<file path="config.mk">
export PLATFORM = sky130hd
export DESIGN_NAME = riscv_mem_arbiter
export DESIGN_NICKNAME = d
export VERILOG_FILES = /design/src/rtl/riscv_definitions_pkg.sv /design/src/rtl/riscv_mem_arbiter_align.sv /design/src/rtl/riscv_mem_arbiter.sv
export SDC_FILE = /design/constraint.sdc
export NUM_CORES = 1
export LEC_CHECK = 0
export BUFFER_PORTS_ARGS = -buffer_cell sky130_fd_sc_hd__buf_2
export CAP_MARGIN = 5
export CORE_MARGIN = 5
export CORE_UTILIZATION = 39
export CTS_CLUSTER_DIAMETER = 150
export DETAILED_ROUTE_END_ITERATION = 10
export PLACE_DENSITY = 0.79
export SKIP_CTS_REPAIR_TIMING = 1
export SYNTH_ARGS = -nofsm -noshare
export SYNTH_HDL_FRONTEND = slang
export SYNTH_SLANG_ARGS = --single-unit
</file>
<file path="constraint.sdc">
create_clock -name clk -period 2 [get_ports clk]
set_clock_uncertainty 0.2 [all_clocks]
set_input_delay 0.4 -clock clk [delete_from_list [all_inputs] [get_ports clk]]
set_output_delay 0.4 -clock clk [all_outputs]
set_load 0.01 [all_outputs]
</file>
<file path="src/rtl/riscv_definitions_pkg.sv">
// Shared RISC-V definitions: load/store funct3 encodings and memory arbiter types.
// Access size lives in funct3[1:0] for both loads and stores.
package riscv_definitions;

    typedef enum logic [2:0] {
        F3_LB  = 3'b000,
        F3_LH  = 3'b001,
        F3_LW  = 3'b010,
        F3_LBU = 3'b100,
        F3_LHU = 3'b101
    } funct3_Type_LOAD;

    typedef enum logic [2:0] {
        F3_SB = 3'b000,
        F3_SH = 3'b001,
        F3_SW = 3'b010
    } funct3_Type_STORE;

    typedef enum logic [1:0] {
        ARB_IDLE,
        ARB_REQ,
        ARB_WAIT,
        ARB_ERR
    } arb_state_e;

    typedef enum logic {
        OWN_IF,
        OWN_LSU
    } mem_owner_e;

    localparam int MEM_DATA_WIDTH = 32;
    localparam int BE_WIDTH       = MEM_DATA_WIDTH / 8;

    localparam logic [1:0] SIZE_BYTE = 2'b00;
    localparam logic [1:0] SIZE_HALF = 2'b01;

    function automatic logic [1:0] access_size(input logic [2:0] funct3);
        return funct3[1:0];
    endfunction

endpackage

</file>
<file path="src/rtl/riscv_mem_arbiter_align.sv">
// Byte-lane alignment for the LSU: store-side byte enables / data replication /
// misalignment detection, and load-side lane extraction with sign/zero extension.
module riscv_lsu_align
    import riscv_definitions::*;
(
    input  logic [2:0]          st_funct3,
    input  logic [1:0]          st_off,
    input  logic [31:0]         st_wdata,
    output logic [BE_WIDTH-1:0] st_be,
    output logic [31:0]         st_wdata_rep,
    output logic                st_misaligned,
    input  logic [2:0]          ld_funct3,
    input  logic [1:0]          ld_off,
    input  logic [31:0]         ld_rdata,
    output logic [31:0]         ld_rdata_ext
);
    logic [1:0]  st_size;
    logic [1:0]  ld_size;
    logic [31:0] ld_shifted;
    logic        ld_sext;
    logic        unused_st_sign;

    assign st_size        = access_size(st_funct3);
    assign ld_size        = access_size(ld_funct3);
    assign ld_sext        = ~ld_funct3[2];
    assign unused_st_sign = st_funct3[2];

    // Anything that is not byte or half is treated as a full word.
    always_comb begin
        st_be         = '1;
        st_misaligned = 1'b0;
        case (st_size)
            SIZE_BYTE: st_be = 4'b0001 << st_off;
            SIZE_HALF: begin
                st_be         = 4'b0011 << st_off;
                st_misaligned = st_off[0];
            end
            default:   st_misaligned = (st_off != 2'b00);
        endcase
    end

    genvar gi;
    generate
        for (gi = 0; gi < BE_WIDTH; gi++) begin : g_lane
            assign st_wdata_rep[8*gi +: 8] =
                (st_size == SIZE_BYTE) ? st_wdata[7:0] :
                (st_size == SIZE_HALF) ? st_wdata[8*(gi%2) +: 8] :
                                         st_wdata[8*gi +: 8];
        end
    endgenerate

    assign ld_shifted = ld_rdata >> {ld_off, 3'b000};

    always_comb begin
        case (ld_size)
            SIZE_BYTE: ld_rdata_ext = {{24{ld_sext & ld_shifted[7]}}, ld_shifted[7:0]};
            SIZE_HALF: ld_rdata_ext = {{16{ld_sext & ld_shifted[15]}}, ld_shifted[15:0]};
            default:   ld_rdata_ext = ld_shifted;
        endcase
    end

endmodule

</file>
<file path="src/rtl/riscv_mem_arbiter.sv">
// Shares one memory port between instruction fetch and the LSU, one transaction
// in flight at a time; misaligned LSU accesses are answered locally with err.
module riscv_mem_arbiter
    import riscv_definitions::*;
#(
    parameter int ADDR_WIDTH = 32,
    parameter int DATA_WIDTH = 32
) (
    input  logic                  clk,
    input  logic                  rst_n,
    input  logic                  if_req_i,
    input  logic [ADDR_WIDTH-1:0] if_addr_i,
    output logic                  if_gnt_o,
    output logic                  if_rvalid_o,
    output logic [DATA_WIDTH-1:0] if_rdata_o,
    input  logic                  lsu_req_i,
    input  logic                  lsu_we_i,
    input  logic [2:0]            lsu_funct3_i,
    input  logic [ADDR_WIDTH-1:0] lsu_addr_i,
    input  logic [DATA_WIDTH-1:0] lsu_wdata_i,
    output logic                  lsu_gnt_o,
    output logic                  lsu_rvalid_o,
    output logic [DATA_WIDTH-1:0] lsu_rdata_o,
    output logic                  lsu_err_o,
    output logic                  mem_req_o,
    output logic                  mem_we_o,
    output logic [BE_WIDTH-1:0]   mem_be_o,
    output logic [ADDR_WIDTH-1:0] mem_addr_o,
    output logic [DATA_WIDTH-1:0] mem_wdata_o,
    input  logic                  mem_gnt_i,
    input  logic                  mem_rvalid_i,
    input  logic [DATA_WIDTH-1:0] mem_rdata_i
);
    arb_state_e            state_reg, state_next;
    mem_owner_e            owner_reg;
    logic                  last_lsu_reg;
    logic                  we_reg;
    logic [BE_WIDTH-1:0]   be_reg;
    logic [ADDR_WIDTH-1:0] addr_reg;
    logic [DATA_WIDTH-1:0] wdata_reg;
    logic [2:0]            funct3_reg;
    logic [1:0]            off_reg;

    logic                  grant_lsu, grant_if;
    logic [BE_WIDTH-1:0]   st_be;
    logic [DATA_WIDTH-1:0] st_wdata_rep;
    logic                  st_misaligned;
    logic [DATA_WIDTH-1:0] ld_rdata_ext;
    logic                  unused_if_offset;

    assign unused_if_offset = ^if_addr_i[1:0];

    riscv_lsu_align u_align (
        .st_funct3     (lsu_funct3_i),
        .st_off        (lsu_addr_i[1:0]),
        .st_wdata      (lsu_wdata_i),
        .st_be         (st_be),
        .st_wdata_rep  (st_wdata_rep),
        .st_misaligned (st_misaligned),
        .ld_funct3     (funct3_reg),
        .ld_off        (off_reg),
        .ld_rdata      (mem_rdata_i),
        .ld_rdata_ext  (ld_rdata_ext)
    );

    // LSU wins unless it also took the previous grant while IF is waiting.
    always_comb begin
        grant_lsu = 1'b0;
        grant_if  = 1'b0;
        if (rst_n && state_reg == ARB_IDLE) begin
            grant_lsu = lsu_req_i && !(if_req_i && last_lsu_reg);
            grant_if  = if_req_i && !grant_lsu;
        end
    end

    always_ff @(posedge clk) begin
        if (!rst_n) state_reg <= ARB_IDLE;
        else        state_reg <= state_next;
    end

    always_comb begin
        state_next = state_reg;
        case (state_reg)
            ARB_IDLE: begin
                if (grant_lsu)     state_next = st_misaligned ? ARB_ERR : ARB_REQ;
                else if (grant_if) state_next = ARB_REQ;
            end
            ARB_REQ:  if (mem_gnt_i)    state_next = ARB_WAIT;
            ARB_WAIT: if (mem_rvalid_i) state_next = ARB_IDLE;
            default:  state_next = ARB_IDLE;
        endcase
    end

    always_comb begin
        if_gnt_o     = grant_if;
        lsu_gnt_o    = grant_lsu;
        mem_req_o    = (state_reg == ARB_REQ);
        if_rvalid_o  = 1'b0;
        lsu_rvalid_o = 1'b0;
        lsu_err_o    = 1'b0;
        lsu_rdata_o  = '0;
        if (rst_n) begin
            case (state_reg)
                ARB_WAIT: begin
                    if (mem_rvalid_i) begin
                        if (owner_reg == OWN_IF) begin
                            if_rvalid_o = 1'b1;
                        end else begin
                            lsu_rvalid_o = 1'b1;
                            if (!we_reg) lsu_rdata_o = ld_rdata_ext;
                        end
                    end
                end
                ARB_ERR: begin
                    lsu_rvalid_o = 1'b1;
                    lsu_err_o    = 1'b1;
                end
                default: ;
            endcase
        end
    end

    // Captured request fields stay frozen while the memory side stalls.
    always_ff @(posedge clk) begin
        if (!rst_n) begin
            owner_reg    <= OWN_IF;
            last_lsu_reg <= 1'b0;
            we_reg       <= 1'b0;
            be_reg       <= '0;
            addr_reg     <= '0;
            wdata_reg    <= '0;
            funct3_reg   <= '0;
            off_reg      <= '0;
        end else begin
            if (grant_lsu || grant_if) last_lsu_reg <= grant_lsu;
            if (grant_if) begin
                owner_reg  <= OWN_IF;
                we_reg     <= 1'b0;
                be_reg     <= '1;
                addr_reg   <= {if_addr_i[ADDR_WIDTH-1:2], 2'b00};
                wdata_reg  <= '0;
                funct3_reg <= F3_LW;
                off_reg    <= 2'b00;
            end else if (grant_lsu && !st_misaligned) begin
                owner_reg  <= OWN_LSU;
                we_reg     <= lsu_we_i;
                be_reg     <= st_be;
                addr_reg   <= {lsu_addr_i[ADDR_WIDTH-1:2], 2'b00};
                wdata_reg  <= st_wdata_rep;
                funct3_reg <= lsu_funct3_i;
                off_reg    <= lsu_addr_i[1:0];
            end
        end
    end

    assign mem_we_o    = we_reg;
    assign mem_be_o    = be_reg;
    assign mem_addr_o  = addr_reg;
    assign mem_wdata_o = wdata_reg;
    assign if_rdata_o  = mem_rdata_i;

    a_no_gnt_with_rvalid: assert property (@(posedge clk) disable iff (!rst_n)
        !(mem_gnt_i && mem_rvalid_i));

endmodule

</file>
==> summary.txt <==
Run status
  • Run status: complete, but fails checks
  • Violated checks: negative setup slack

Routing
  • Residual DRC: 0
  • Via count: 4966
  • Initial DRC Count: 342
  • Final WL: 15500 um
  • DR pass1 iterations: 5
  • WL per Instance: 16.2 um
  • Post-route antenna net violation count: 0
  • Vias per cell: 5.17

Cells and area
  • Commonest non-fill, non-tap cell in the layout: buf_2
  • Most frequent cells in the layout: 267 x buf_2, 79 x nand2_1, 75 x dfxtp_1, 56 x a21oi_1, 54 x buf_4
  • # diodes: 0
  • Post-route cell area: 6430 um2
  • Share of cells above drive strength 1: 48.4%
  • Max reg flops: 32
  • Synth-to-Final Area Change: 50.6%
  • Nets@finish: 954

Timing
  • Final Hold Viols: 0
  • Hold Slack: 71.5 ps
  • Final Setup Violations: 35
  • RSZ-0062 raised after global routing: yes
  • Pins Over Slew Limit: 0
  • Final WS setup: -597 ps
  • Minimum clock period: 2600 ps
  • F_max: 385 MHz
  • Period utilisation layout: 130%

CTS
  • Clock slew at reported path FFs: 70 ps
  • H-tree levels: 3
  • CTS Buf Count: 9
  • Clock buffer depth: 2
  • Root cell of the clock tree: clkbuf_8
  • TritonCTS clock tree: yes
  • CTS Sinks: 76
  • Clk_lat worst skew: 340 ps

Yosys
  • Cell count after synthesis: 548
  • Syn_area_per_cell: 7.79 um2
  • Post-synth EDFFs: 0
  • Synth cell types: 40
  • Seq/Total Area, Yosys: 35.6%
  • Synth Register Bits: 76
  • Warning count from the yosys run: 0
  • Ys async rst share: 0%
  • Top_reg_cell synth: dfxtp_1
  • Netlist Area Pre-Place: 4270 um2

Placement
  • Pre-CTS setup slack: -397 ps
  • Area post-placement: 5900 um2
  • Port Buffers: 272
  • Gpl congestion: 0.932
  • HPWL after DPL: 11800 um

Global route
  • Initial antenna violation count: 1
  • Vias in the first global route: 4546
  • Wire length of the first global-routing pass: 22400 um
  • GRT overflow: 0
  • GRT Overall Usage: 21.3%
  • Pin count of the biggest net entering global routing: 39

Worst setup path
  • Slowest cell delay on critical path: 430 ps
  • Crit. End Element: output port
  • Critical path fanouts, max: 8
  • Slowest-stage cell, CP: a2111o_1
  • Critical path's top delay family: simple AND/OR/NAND/NOR gates
  • Worst EP arrival: 2000 ps
  • Buf/Inv on CP: 2
  • Top cell by count, worst path: buf_2
  • Startpoint Class: flip-flop
  • Crit-path cells: nand4b_1, or2_4, a2111o_1, buf_2, nand2_1, buf_2
  • Worst Setup Path Type: reg2out
  • Worst Path Required: 1400 ps

Power and ir drop
  • Power Total: 3910 uW
  • PD cells: 608 nW/um2
  • Leak Pwr: 0.00304 uW
  • Worst VDD drop: 0.486 mV

Run
  • Max Cap Viol: 0

Floorplanning
  • # rows: 38
  • Die Footprint: 13100 um2
  • Top Ports: 277
  • Floorplan Core Area: 10800 um2
  • Die H: 115 um
  • Die X: 115 um
  • Starting Density: 39.6%

Min path
  • Tightest Hold Check Type: in2reg
==> cell type report <==
class	instances	area (um2)
Sequential cell	76	1520
Clock buffer	11	141
Tap cell	140	175
Multi-Input combinational cell	386	2450
Timing Repair Buffer	340	2050
Inverter	3	13.8
Clock inverter	4	73.8
Fill cell	962	4360
==> kinds of logic (layout without fill, tap and decap cells) <==
kind of cell	after synthesis	after routing	share of synthesized area, %
buf+inv	87	358	11.7
simple gates	180	180	18.9
compound gates	169	169	25.4
other cells	1	2	0.0878
flops	76	76	35.6
mux	35	35	8.26
==> worst register-to-register path, cell delays in order (launching register included) <==
cell	delay (ps)
dfxtp_1	310
buf_4	160
nor3b_4	240
buf_6	130
o2111a_2	350
buf_4	160
nand2b_1	90
o221a_2	270
==> stage by stage <==
step           cells  setup TNS (ps)  utilization [%]
2_1_floorplan    549           -2920                -
3_3_place_gp     933          -12580             54.7
3_5_place_dp     933          -13910             54.7
4_1_cts          948          -17990             56.7
5_1_grt          960          -19070             59.6
6_report         960          -15490             59.6
==> cell usage after synthesis, drive strengths merged (6+ instances only) <==
master | n | share of area (%)
dfxtp | 76 | 36
and2 | 7 | 1.0
a311oi | 8 | 1.6
buf | 61 | 9.4
clkbuf | 23 | 2.0
nor2 | 34 | 3.0
mux2i | 33 | 7.7
nand2 | 79 | 6.9
nand3 | 31 | 3.6
o21ai | 31 | 3.7
nor2b | 10 | 1.5
a22oi | 30 | 5.3
a211oi | 23 | 4.0
nand2b | 6 | 0.88
a21oi | 64 | 7.5
==> power breakdown <==
part	internal [uW]	total (uW)	switching, uW	leakage (uW)
combinational	454	979	526	0.00232
clock	731	1280	550	0.000109
sequential	1600	1650	45.5	0.000619
total	2790	3910	1120	0.00304
==> metal layers <==
metal	up-vias	track usage [%]	routed length [um]
met5	-	0	7
met4	2	8.55	353
met3	29	7.08	1430
met2	210	38.6	8050
met1	2270	22.6	5690
li1	2455	-	-
==> worst paths after layout <==
path                            depth (start not counted)               to       startpoint  slack, ps
worst min-delay path                                    2     state_reg[0]        mem_gnt_i         70
worst max-delay path                                    6  lsu_rdata_o[30]     state_reg[0]       -600
worst max register to register                          7      mem_be_o[2]     state_reg[0]        -10
worst min register to register                          2  mem_wdata_o[26]  mem_wdata_o[26]        250
(Power assumes the default switching activity.)
